--- src/rtl/boron_pkg.sv ---
// -----------------------------------------------------------------------------
// boron_pkg
// Shared definitions for the BORON XOR layers.
//   BLK_W / LANE_W : block and lane widths.
//   LANE_X1..X4    : lane index of x1..x4 (and y1..y4) within a 64-bit block.
//   boron_xor_enc  : forward XOR layer.
//   boron_xor_dec  : inverse XOR layer. boron_xor_dec(boron_xor_enc(b)) == b.
// -----------------------------------------------------------------------------
package boron_pkg;

    localparam int BLK_W  = 64;
    localparam int LANE_W = 16;

    localparam int LANE_X1 = 0;
    localparam int LANE_X2 = 1;
    localparam int LANE_X3 = 2;
    localparam int LANE_X4 = 3;

    function automatic logic [BLK_W-1:0] boron_xor_enc(input logic [BLK_W-1:0] blk);
        logic [LANE_W-1:0] x1, x2, x3, x4;
        logic [LANE_W-1:0] y1, y2, y3, y4;
        x1 = blk[LANE_X1*LANE_W +: LANE_W];
        x2 = blk[LANE_X2*LANE_W +: LANE_W];
        x3 = blk[LANE_X3*LANE_W +: LANE_W];
        x4 = blk[LANE_X4*LANE_W +: LANE_W];
        y3 = x1 ^ x3;
        y4 = x1 ^ x3 ^ x4;
        y2 = x2 ^ x4;
        y1 = x1 ^ x2 ^ x4;
        return {y4, y3, y2, y1};
    endfunction

    // Undo the forward layer lane by lane:
    //   x4 = y3^y4, x2 = y2^x4, x1 = y1^y2, x3 = y3^x1.
    function automatic logic [BLK_W-1:0] boron_xor_dec(input logic [BLK_W-1:0] blk);
        logic [LANE_W-1:0] x1, x2, x3, x4;
        logic [LANE_W-1:0] y1, y2, y3, y4;
        y1 = blk[LANE_X1*LANE_W +: LANE_W];
        y2 = blk[LANE_X2*LANE_W +: LANE_W];
        y3 = blk[LANE_X3*LANE_W +: LANE_W];
        y4 = blk[LANE_X4*LANE_W +: LANE_W];
        x4 = y3 ^ y4;
        x2 = y2 ^ x4;
        x1 = y1 ^ y2;
        x3 = y3 ^ x1;
        return {x4, x3, x2, x1};
    endfunction

endpackage

--- src/rtl/boron_skid_buf.sv ---
// -----------------------------------------------------------------------------
// boron_skid_buf
// Two-entry valid/ready register slice (main output register + skid register).
// Ports:
//   clk, rst            : clock, asynchronous active-high reset.
//   in_valid, in_ready  : upstream handshake; in_data is the beat payload.
//   out_valid, out_ready: downstream handshake; out_data is the beat payload.
//   occupancy           : number of beats held (0..2), for observation.
//
// Handshake: a beat moves across an interface on a rising edge where valid
// and ready are both 1. A producer holding valid=1 keeps its payload stable
// until ready is seen; out_valid/out_data here obey that rule. in_ready is a
// register (= !skid_valid) with no combinational path from out_ready.
// -----------------------------------------------------------------------------
module boron_skid_buf
    import boron_pkg::*;
#(
    parameter int W = BLK_W
) (
    input  logic         clk,
    input  logic         rst,
    input  logic         in_valid,
    output logic         in_ready,
    input  logic [W-1:0] in_data,
    output logic         out_valid,
    input  logic         out_ready,
    output logic [W-1:0] out_data,
    output logic [1:0]   occupancy
);

    logic         main_valid;
    logic [W-1:0] main_data;
    logic         skid_valid;
    logic [W-1:0] skid_data;
    logic         accept;
    logic         drain;

    assign accept = in_valid & in_ready;
    assign drain  = main_valid & out_ready;

    always_ff @(posedge clk or posedge rst) begin
        if (rst) begin
            main_valid <= 1'b0;
            main_data  <= '0;
            skid_valid <= 1'b0;
            skid_data  <= '0;
        end else if (drain) begin
            if (skid_valid) begin
                // in_ready is low while skid is full, so no accept here.
                main_data  <= skid_data;
                skid_valid <= 1'b0;
            end else if (accept) begin
                main_data <= in_data;
            end else begin
                main_valid <= 1'b0;
            end
        end else if (accept) begin
            if (main_valid) begin
                skid_data  <= in_data;
                skid_valid <= 1'b1;
            end else begin
                main_data  <= in_data;
                main_valid <= 1'b1;
            end
        end
    end

    assign in_ready  = ~skid_valid;
    assign out_valid = main_valid;
    assign out_data  = main_data;
    assign occupancy = {1'b0, main_valid} + {1'b0, skid_valid};

endmodule

--- src/rtl/boron_xor_encrypt_stage.sv ---
// -----------------------------------------------------------------------------
// boron_xor_encrypt_stage
// Registered BORON encryption XOR layer with a 2-entry skid buffer.
// Ports:
//   clk_i, rst_i              : clock, asynchronous active-high reset.
//   in_valid_i, in_ready_o    : input handshake.
//   data_i                    : plaintext-side block (x1=[15:0] .. x4=[63:48]).
//   bypass_i                  : per-beat; 1 passes data_i through unchanged.
//   out_valid_o, out_ready_i  : output handshake.
//   data_o                    : transformed block (y1..y4 in x1..x4 positions).
//   blk_cnt_o                 : delivered beats modulo 2^CNT_W.
// -----------------------------------------------------------------------------
module boron_xor_encrypt_stage
    import boron_pkg::*;
#(
    parameter int CNT_W = 32
) (
    input  logic             clk_i,
    input  logic             rst_i,
    input  logic             in_valid_i,
    output logic             in_ready_o,
    input  logic [63:0]      data_i,
    input  logic             bypass_i,
    output logic             out_valid_o,
    input  logic             out_ready_i,
    output logic [63:0]      data_o,
    output logic [CNT_W-1:0] blk_cnt_o
);

    logic [BLK_W-1:0] enc_data;
    logic [1:0]       occupancy;
    logic [CNT_W-1:0] blk_cnt;

    // Transform before registering so the stored beat is already final.
    assign enc_data = bypass_i ? data_i : boron_xor_enc(data_i);

    boron_skid_buf #(
        .W (BLK_W)
    ) u_skid (
        .clk       (clk_i),
        .rst       (rst_i),
        .in_valid  (in_valid_i),
        .in_ready  (in_ready_o),
        .in_data   (enc_data),
        .out_valid (out_valid_o),
        .out_ready (out_ready_i),
        .out_data  (data_o),
        .occupancy (occupancy)
    );

    always_ff @(posedge clk_i or posedge rst_i) begin
        if (rst_i) begin
            blk_cnt <= '0;
        end else if (out_valid_o && out_ready_i) begin
            blk_cnt <= blk_cnt + CNT_W'(1);
        end
    end

    assign blk_cnt_o = blk_cnt;

    // Occupancy is kept for debug probing only.
    logic unused_occ;
    assign unused_occ = ^occupancy;

endmodule

--- config.mk ---
export PLATFORM = sky130hd
export DESIGN_NAME = boron_xor_encrypt_stage
export DESIGN_NICKNAME = d
export VERILOG_FILES = /design/src/rtl/boron_pkg.sv /design/src/rtl/boron_skid_buf.sv /design/src/rtl/boron_xor_encrypt_stage.sv
export SDC_FILE = /design/constraint.sdc
export NUM_CORES = 1
export LEC_CHECK = 0
export CELL_PAD_IN_SITES_DETAIL_PLACEMENT = 1
export CELL_PAD_IN_SITES_GLOBAL_PLACEMENT = 1
export CORE_ASPECT_RATIO = 0.9
export CORE_UTILIZATION = 30
export CTS_CLUSTER_SIZE = 10
export DETAILED_ROUTE_END_ITERATION = 7
export PLACE_DENSITY = 0.66
export SLEW_MARGIN = 20
export SYNTH_ARGS = -nofsm -noshare
export SYNTH_HDL_FRONTEND = slang
export SYNTH_SLANG_ARGS = --single-unit
--- constraint.sdc ---
create_clock -name clk_i -period 6.9 [get_ports clk_i]
set_clock_uncertainty 0.1 [all_clocks]
set_input_delay 1.38 -clock clk_i [delete_from_list [all_inputs] [get_ports clk_i]]
set_output_delay 1.38 -clock clk_i [all_outputs]
set_load 0.02 [all_outputs]
* Word level (Yosys, flattened, before mapping)
Index checks and enable logic that the tools add are counted.
Storage, ports and cells: bits in registers 162, bits of input ports 69, output and inout port bits 98, word-level logic and storage cells 39
Operators by class: add/subtract/negate cells 1, eq/ne operators 3, mux-type cells 13, bitwise operators 9, reduce and logical (&&, ||, !) cells 8
Operators with widths (count):
- 64-bit two-way mux | 6
- 16-bit bitwise XOR | 5
- 32-bit by 1-bit adder with 32-bit output, second input constant | 1
- 3-bit AND reduction | 3
- 1-bit two-way mux | 7
- 2-bit != test, second input constant | 3
- 2-bit nonzero test | 3
- 1-bit AND | 2
- 1-bit NOT | 2
- 2-bit AND reduction | 1
- 1-bit logical AND | 1

* Longest topological paths before layout
Gate-level depths: netlist (run 1).
depth after elaboration 6, depth in mapped cells 7

* Hierarchy
From an unflattened synthesis (run 1), not the netlist that was laid out.
Unflattened totals: cells, all modules 655, area, all modules 8366.8 µm²
By module, submodules not included:
- boron_skid_buf | times used 1, cells each 356, area an instance 5664.2 µm²
- boron_xor_encrypt_stage | times used 1, cells each 299, area an instance 2702.6 µm²

* Worst setup path after synthesis (run 1)
OpenSTA, ideal clock, no wires.
path type input to register, start input out_ready_i, end register blk_cnt[28] (netlist: blk_cnt_o[28]), library setup time 80 ps, arrival 2617 ps, path slack 4103 ps, stages 6, buffers on the path 2, cells stage by stage buf_4 > nand4_4 > or4_1 > buf_4 > nor4_4 > xor2_1
Between the ends: longest elaborated chain between the ends 1
RTL lines:
- from (decl) | line boron_xor_encrypt_stage.sv:25 | input logic out_ready_i,
- 1-bit logical AND | line boron_xor_encrypt_stage.sv:54 | end else if (out_valid_o && out_ready_i) begin
- to (signal assigned) | line boron_xor_encrypt_stage.sv:55 | blk_cnt <= blk_cnt + CNT_W'(1);
- to (decl) | line boron_xor_encrypt_stage.sv:32 | logic [CNT_W-1:0] blk_cnt;
Every way passes these cells. A chain may end at the register's enable or synchronous reset.

* Worst setup path in the final report (run 1)
start input out_ready_i, end register u_skid.main_data[17] (netlist: u_skid.out_data[17])
Between the ends: longest elaborated chain between the ends 3, elaborated cells on any way between the ends 5
RTL lines:
- 1-bit AND * | line boron_skid_buf.sv:39 | assign drain = main_valid & out_ready;
- 2-bit != test (no line) / 2-bit nonzero test (equally long branches)
- 3-bit AND reduction (no line)
- to (signal assigned) | line boron_skid_buf.sv:50 | main_data <= skid_data;
- to (signal assigned) | line boron_skid_buf.sv:53 | main_data <= in_data;
- to (signal assigned) | line boron_skid_buf.sv:62 | main_data <= in_data;
- to (decl) | line boron_skid_buf.sv:32 | logic [W-1:0] main_data;
Every way passes the cells marked *; elsewhere a longest branch is shown, timed or not.

==> results of run 1 <==
layout make-up:
cell class / instances / share of cell area
Multi-Input combinational cell: 603 / 0.357
Inverter: 9 / 0.00364
Antenna cell: 1 / 0.000235
Sequential cell: 162 / 0.380
Clock inverter: 14 / 0.0155
Tap cell: 348 / 0.0408
Timing Repair Buffer: 173 / 0.161
Clock buffer: 18 / 0.0412
cell families after synthesis:
logic type,share of synthesized area
AOI/OAI and AO/OA,0.140
adders and majority gates,0.00155
buffers and inverters,0.0323
and+or+nand+nor,0.190
DFF,0.501
muxes,0.0317
xor gates and xnor gates,0.103
report_power, final:
group	leakage [nW]	total [mW]	switching, mW	internal (mW)
combinational	2.46	0.257	0.136	0.121
clock	0.302	0.993	0.437	0.556
sequential	2.20	0.981	0.0132	0.968
worst max-delay path: stages:
cell and delay [ns]:
clkdlybuf4s50_1 0.83, nand3_4 0.68, buf_4 0.58, nor2_1 0.20
a211oi_1 0.07, a21o_1 0.19
registers in the layout, summed over array words and instances, names as in the netlist:
name,cells
blk_cnt_o,32
u_skid.out_data,64
u_skid.out_valid,1
u_skid.skid_data,64
u_skid.skid_valid,1
routing by layer:
layer  up-vias  track usage  wire (um)
met5         -            0         10
li1       3162            -          -
met1      3186        0.235      11000
met3        17       0.0447       1230
met2       118        0.270      10600
met4         2       0.0447        173
metrics by stage:
step / worst slack, ns / util
4_1_cts: 3.12 / 0.406
3_5_place_dp: 2.65 / 0.383
3_3_place_gp: 2.73 / 0.383
2_1_floorplan: 1.04 / -
6_report: 3.10 / 0.406
5_1_grt: 2.93 / 0.406
cell usage in the layout, fill, tap and decap left out, types with 3 or more instances in the layout:
master           instances
a22o_1                  33
nand3_1                 40
mux2i_1                 11
nor4_1                   6
dfrtp_1                162
nor4_4                   3
a31oi_1                 32
inv_1                    8
or3_1                   32
inv_8                    3
buf_4                    6
o21ai_0                 43
a21o_1                  21
inv_6                    6
nand2b_1                11
clkbuf_16               17
nand4_1                  8
nand2_1                 25
xnor2_1                 79
nor2b_1                 21
mux2_2                  13
and4_1                   3
nor3_1                   3
xor2_1                  16
nor2_1                 148
clkdlybuf4s50_1        165
a21oi_1                 21
a211oi_1                21
worst max path at each step:
stage	endpoint	startpoint	cells past startpoint	slack, ns
floorplan	blk_cnt_o[0]$_DFFE_PP0P_	rst_i	1	1.04
global placement	u_skid.out_data[57]$_DFFE_PP0P_	out_ready_i	6	2.73
detailed placement	u_skid.out_data[57]$_DFFE_PP0P_	out_ready_i	6	2.65
CTS	u_skid.out_data[4]$_DFFE_PP0P_	out_ready_i	6	3.12
global route	u_skid.out_data[17]$_DFFE_PP0P_	out_ready_i	6	2.93
finish	u_skid.out_data[17]$_DFFE_PP0P_	out_ready_i	6	3.10
==> out/metrics.yaml, run 1 <==
status: "complete, no violations"
slew-limit-headroom: 0.498
cts_setup_buffers: 0
hold_buffers: 0
syn_nets: 896
gp_congestion: 0.751
final_area_mm2: 0.0107
grt_overflow_total: 0
slew_viol_final: 0
crit_fanout: 59
core_area_mm2: 0.0263
synth_top_area_cell: "dfrtp_1"
placed_cells: 1295
grt_pass1_vias: 6521
grt_max_degree: 118
powerDensity_mw_per_mm2: 209
r2r_cells: 6
maxCapViolations: 0
hold_path.class: "reg -> reg"
rows: 56
synthArstFlopShare: 1.00
synth_top_area_frac: 0.501
synth_cells: 826
dpl_cell_area_mm2: 0.0101
hold_ws_ns: 0.375
synth_seq_cells: 162
min_to: "blk_cnt_o[31]$_DFFE_PP0P_"
crit_required_ns: 7.12
holdPathStages: 1
cts_root_buf: "clkbuf_16"
setup_viol: 0
fin_crit_sh: 0.550
synth_seq_area_share: 0.501
io_buffers: 166
worst_slew_pin_slew_ns: 0.753
cts_tree: "built"
synth_edf_count: 0
synth_flop_cell: "dfrtp_1"
r2r-end: "u_skid.out_data[16]$_DFFE_PP0P_"
wl_per_cell_um: 17.3
die_h_um: 158
clock-sinks: 162
max_freq_ghz: 0.263
drive_gt1_frac: 0.0664
dp.final_hpwl_mm: 15.9
area_growth_pct: 31.8
wl_mm: 23.0
ir_drop_mv: 0.174
fin_cells: 1328
dieWidth_um: 175
cts_resized: 0
rsz0062_at_grt: "false"
first_pass_iters: 7
num_io_pins: 167
cp.arrival_ns: 4.02
yosysUniqueCellTypes: 35
clk_latency_ns: 0.44
n_fill_cell: 2922
seqCellArea_mm2: 0.00405
vias_per_cell: 4.88
antenna_found_initial: 2
path_class: "in -> reg"
synth_area_mm2: 0.00810
multi_input_area_mm2: 0.00381
ctsHtreeMaxLevel: 4
yosys_warnings: 0
synth.most_common_cell: "dfrtp_1"
fin_setup_tns_ns: 0
min_from: "blk_cnt_o[31]$_DFFE_PP0P_"
end_kind: "flop"
cts.path.max_buffers: 2
period_needed_ns: 3.80
startpoint_type: "primary input"
die-area_mm2: 0.0276
syn_area_per_cell_um2: 9.80
numCtsBuffers: 17
grt_pass1_wl_mm: 36.6
synth_common_cells: "dfrtp_1 (162), nor2_1 (148), xnor2_1 (79)"
power_mw: 2.23
track_usage: 0.172
start_util: 0.308
clkTransAtPathRegs_ns: 0.07
drt_iter0_drc: 292
synthTopCellsByArea: "dfrtp_1 (50%), xnor2_1 (8.5%), nor2_1 (6.9%)"
ant_nets: 0
hold_violations: 0
vias: 6485
regToRegSetupSlack_ns: 4.12
timing.rr.start: "u_skid.out_valid$_DFFE_PP0P_"
drcViolationCount: 0
nets: 1036
p_leak_nw: 4.96
No activity file was read; power rests on OpenSTA's default activity.
==> run 2: changes to the inputs <==
- PLACE_DENSITY: 0.66 -> 0.68
- clock period: 6.9 -> 3.2 ns (I/O delays scaled with it)
==> run 2 against run 1 <==
Compared with the run above:
- cell area up 1.5%
- critical path depth down 5
- register-to-register slack worse by 3.1 ns
- sequential share of layout area down 0.55 points
- combinational power up 120%
- first-iteration DRC count down 2.1%
- die area unchanged
- via count up 1.9%
- flip-flop and latch count unchanged
- setup slack worse by 2.4 ns
- hold slack about the same
- total power up 110%
- largest cell class unchanged
- largest power group is now registers
==> out/metrics.yaml, run 2 (synthesized netlist as in run 1, its figures left out) <==
path_depth: 1
multi_input_area_mm2: 0.00381
crit_buf_inv: 1
maxCapViolations: 0
track_usage: 0.178
hold_violations: 0
end_kind: "primary output"
clk_latency_ns: 0.43
vias: 6608
cts_root_buf: "clkbuf_16"
cts_tree: "built"
cpPeakStageDelay_ns: 0.72
dp.final_hpwl_mm: 16.5
first_pass_iters: 4
clock-sinks: 162
die_h_um: 158
wl_per_cell_um: 17.5
numCtsBuffers: 17
timing.rr.start: "u_skid.out_valid$_DFFE_PP0P_"
hold_buffers: 0
dpl_cell_area_mm2: 0.0102
period_needed_ns: 2.49
layout_common_cells: "clkdlybuf4s50_1 (165), dfrtp_1 (162), nor2_1 (148)"
dieWidth_um: 175
seqCellArea_mm2: 0.00405
cts.path.max_buffers: 2
ant_nets: 0
hold_path.class: "reg -> reg"
min_from: "u_skid.out_data[30]$_DFFE_PP0P_"
drt_iter0_drc: 286
cts_setup_buffers: 0
grt_max_degree: 93
path_class: "reg -> out"
holdPathStages: 1
cts_resized: 0
cp.arrival_ns: 1.75
area_growth_pct: 33.7
crit_slowest_cell: "clkdlybuf4s50_1"
vias_per_cell: 4.95
wl_mm: 23.4
die-area_mm2: 0.0276
p_leak_nw: 5.02
drive_gt1_frac: 0.0720
antenna_found_initial: 1
drcViolationCount: 0
fin_setup_tns_ns: 0
fin_crit_sh: 0.779
slew-limit-headroom: 0.508
startpoint_type: "flop"
r2r_cells: 4
nets: 1044
regToRegSetupSlack_ns: 1.04
ctsHtreeMaxLevel: 4
ir_drop_mv: 0.373
cp_top_family: "buffers and inverters"
crit_fanout: 10
r2r-end: "blk_cnt_o[28]$_DFFE_PP0P_"
start_util: 0.308
final_area_mm2: 0.0108
num_io_pins: 167
grt_overflow_total: 0
cp_cell_sequence: "clkdlybuf4s50_1"
min_to: "u_skid.out_data[30]$_DFFE_PP0P_"
io_buffers: 166
slew_viol_final: 0
final_common_cell: "clkdlybuf4s50_1"
core_area_mm2: 0.0263
powerDensity_mw_per_mm2: 437
setup_viol: 0
clkTransAtPathRegs_ns: 0.07
grt_pass1_vias: 6916
n_fill_cell: 2982
status: "complete, no violations"
gp_congestion: 0.774
rows: 56
grt_pass1_wl_mm: 38.1
crit_required_ns: 2.46
max_freq_ghz: 0.401
worst_slew_pin_slew_ns: 0.738
rsz0062_at_grt: "false"
[run 2: cell types whose count changed in the layout (fill, tap and decap cells not counted), moves of 2 or more]
cell / delta
clkinvlp_4: +3
clkinv_2: -2
inv_6: -3
buf_4: -2
buf_12: +10
[run 2: cell type report]
cell class | instances | area share
Sequential cell | 162 | 0.375
Multi-Input combinational cell | 603 | 0.352
Timing Repair Buffer | 181 | 0.176
Tap cell | 348 | 0.0402
Clock buffer | 18 | 0.0397
Clock inverter | 13 | 0.0136
Inverter | 9 | 0.00347
Antenna cell | 1 | 0.000231
[run 2: how the worst max path moves through the flow]
stage	startpoint	endpoint	slack, ns
global route	u_skid.out_valid$_DFFE_PP0P_	out_valid_o	0.65
CTS	u_skid.out_valid$_DFFE_PP0P_	out_valid_o	0.66
floorplan	rst_i	blk_cnt_o[0]$_DFFE_PP0P_	0.40
finish	u_skid.out_valid$_DFFE_PP0P_	out_valid_o	0.71
detailed placement	out_ready_i	blk_cnt_o[28]$_DFFE_PP0P_	0.48
global placement	out_ready_i	blk_cnt_o[28]$_DFFE_PP0P_	0.52
[run 2: metal layers]
metal	routed length [um]	part of all wire	global-route usage	vias to the layer above
li1	-	-	-	3164
met1	10600	0.45	0.224	3308
met2	11200	0.48	0.300	115
met3	1290	0.055	0.0507	21
met4	225	0.0096	0.0439	0
met5	0	0	0	-
[run 2: where the power goes]
group          switching (mW)  internal [mW]
Sequential             0.0248           2.09
Combinational           0.298          0.274
Clock                   0.947           1.10
[run 2: worst reg2reg max path: cells and delay by family (launching register included)]
family           cells  cell delay, ns
XOR/XNOR             1            0.19
flip-flops           1            0.60
AND/OR/NAND/NOR      3            1.18
[run 2: per-stage QoR]
| step | hold slack [ns] | power, mW | setup WS, ns | std cells | utilization |
|---|---|---|---|---|---|
| after floorplan | 0.380 | 2.43 | 0.403 | 826 | - |
| after global placement | 0.358 | 2.72 | 0.520 | 1303 | 0.390 |
| final | 0.375 | 4.73 | 0.709 | 1335 | 0.412 |
| after global routing | 0.390 | 4.93 | 0.653 | 1334 | 0.412 |
| after detailed placement | 0.366 | 2.73 | 0.483 | 1303 | 0.390 |
| after CTS | 0.380 | 4.80 | 0.661 | 1334 | 0.412 |
==> run 3: changes to the inputs <==
- clock period: 3.2 -> 2.05 ns (I/O delays scaled with it)
==> run 3 against run 2 <==
Compared with the run above:
- combinational power increased by 58%
- die area unchanged
- first-iteration DRC count decreased by 8.0%
- critical path depth unchanged
- routed wire length increased by 2.2%
- utilization increased by 1.5 points
- cell area increased by 3.6%
- hold slack got worse by 0.11 ns
- highest routed layer unchanged
==> out/metrics.yaml, run 3 (synthesized netlist as in run 1, its figures left out) <==
grt_overflow_total: 0
wl_per_cell_um: 17.5
numCtsBuffers: 17
die-area_mm2: 0.0276
timing.rr.start: "blk_cnt_o[0]$_DFFE_PP0P_"
multi_input_area_mm2: 0.00381
ctsHtreeMaxLevel: 4
die_h_um: 158
met3_length_um: 866
top_layer: "met4"
slew-limit-headroom: 0.684
vias: 6762
dp.final_hpwl_mm: 17.5
num_io_pins: 167
ir_drop_mv: 0.636
dp_slack_ns: -0.257
seqCellArea_mm2: 0.00405
crit_buf_inv: 1
track_usage: 0.179
status: "complete, no violations"
clock-sinks: 162
antenna_found_initial: 1
final.setup.worst_slack_ns: 0.0621
area_growth_pct: 38.5
n_fill_cell: 2949
clk_latency_ns: 0.43
rsz0062_at_grt: "false"
r2r-end: "blk_cnt_o[28]$_DFFE_PP0P_"
drive_gt1_frac: 0.103
max_freq_ghz: 0.503
final_common_cell: "dfrtp_1"
drt_iter0_drc: 263
maxCapViolations: 0
wl_mm: 23.9
crit_fanout: 4
dpl_cell_area_mm2: 0.0106
rows: 56
p_leak_nw: 5.53
drcViolationCount: 0
final_area_mm2: 0.0112
clkTransAtPathRegs_ns: 0.08
cp_top_family: "buffers and inverters"
r2r_cells: 6
crit_required_ns: 1.54
cts_root_buf: "clkbuf_16"
first_pass_iters: 4
nets: 1076
grt_pass1_vias: 6938
cpPeakStageDelay_ns: 0.63
path_class: "reg -> out"
grt_max_degree: 46
period_needed_ns: 1.99
gp_congestion: 0.763
route.met2.wl_mm: 11.6
start_util: 0.308
cp.arrival_ns: 1.48
cp_cell_sequence: "clkdlybuf4s50_1"
worst_slew_pin_slew_ns: 0.473
dieWidth_um: 175
crit_slowest_cell: "clkdlybuf4s50_1"
layout_common_cells: "dfrtp_1 (162), nor2_1 (148), clkdlybuf4s50_1 (136)"
powerDensity_mw_per_mm2: 667
hold_path.class: "in -> async"
hold_violations: 0
slew_viol_final: 0
startpoint_type: "flop"
wl_met1_mm: 11.3
setup_viol: 0
power_mw: 7.48
fin_crit_sh: 0.970
regToRegSetupSlack_ns: 0.18
end_kind: "primary output"
cts_tree: "built"
io_buffers: 166
cts.path.max_buffers: 2
hold_buffers: 0
vias_per_cell: 4.94
grt_pass1_wl_mm: 38.3
core_area_mm2: 0.0263
ant_nets: 0
[run 3: cell count changes in the layout (fill, tap and decap cells not counted), sizes merged]
| cell | before | now |
|---|---|---|
| buf | 16 | 48 |
| bufinv | 1 | 0 |
| clkbuf | 18 | 19 |
| clkdlybuf4s50 | 165 | 136 |
| clkinv | 4 | 6 |
| clkinvlp | 3 | 1 |
| dlygate4sd2 | 0 | 13 |
| dlymetal6s2s | 0 | 16 |
| inv | 14 | 15 |
[run 3: final cells by class]
cell class                      instances  share of cell area
Timing Repair Buffer                  213               0.201
Tap cell                              348              0.0388
Inverter                                9             0.00335
Clock buffer                           19              0.0404
Multi-Input combinational cell        603               0.340
Sequential cell                       162               0.362
Clock inverter                         13              0.0144
Antenna cell                            1            0.000223
[run 3: repair_timing]
action,4_1_cts,5_1_grt
buffers inserted,0,0
resized for setup,13,16
setup endpoints to repair,13,16
[run 3: stage by stage]
step / cells / util / hold WS, ns / setup TNS, ns
floorplan: 826 / - / 0.380 / -83.72
global placement: 1335 / 0.402 / 0.360 / -17.15
detailed placement: 1335 / 0.402 / 0.365 / -18.63
CTS: 1367 / 0.425 / 0.252 / 0
global route: 1367 / 0.427 / 0.266 / 0
finish: 1368 / 0.427 / 0.260 / 0
[run 3: per-layer routing]
layer | vias up | GRT usage
met5 | - | 0
met4 | 0 | 0.0356
met3 | 12 | 0.0406
met2 | 110 | 0.296
met1 | 3399 | 0.241
li1 | 3241 | -
[run 3: worst max path at each step]
stage	start	endpoint	slack, ns	cells past startpoint
floorplan	rst_i	blk_cnt_o[0]$_DFFE_PP0P_	-0.52	1
global placement	out_ready_i	blk_cnt_o[28]$_DFFE_PP0P_	-0.23	6
detailed placement	out_ready_i	blk_cnt_o[30]$_DFFE_PP0P_	-0.26	6
CTS	blk_cnt_o[12]$_DFFE_PP0P_	blk_cnt_o[12]	0.008	1
global route	u_skid.out_data[30]$_DFFE_PP0P_	data_o[30]	0.002	1
finish	blk_cnt_o[29]$_DFFE_PP0P_	blk_cnt_o[29]	0.06	1
[run 3: power by group]
part,switching [mW],leakage (nW),internal (mW)
Combinational,0.472,3.04,0.436
Clock,1.56,0.300,1.72
Sequential,0.0419,2.20,3.26
Total,2.08,5.53,5.41
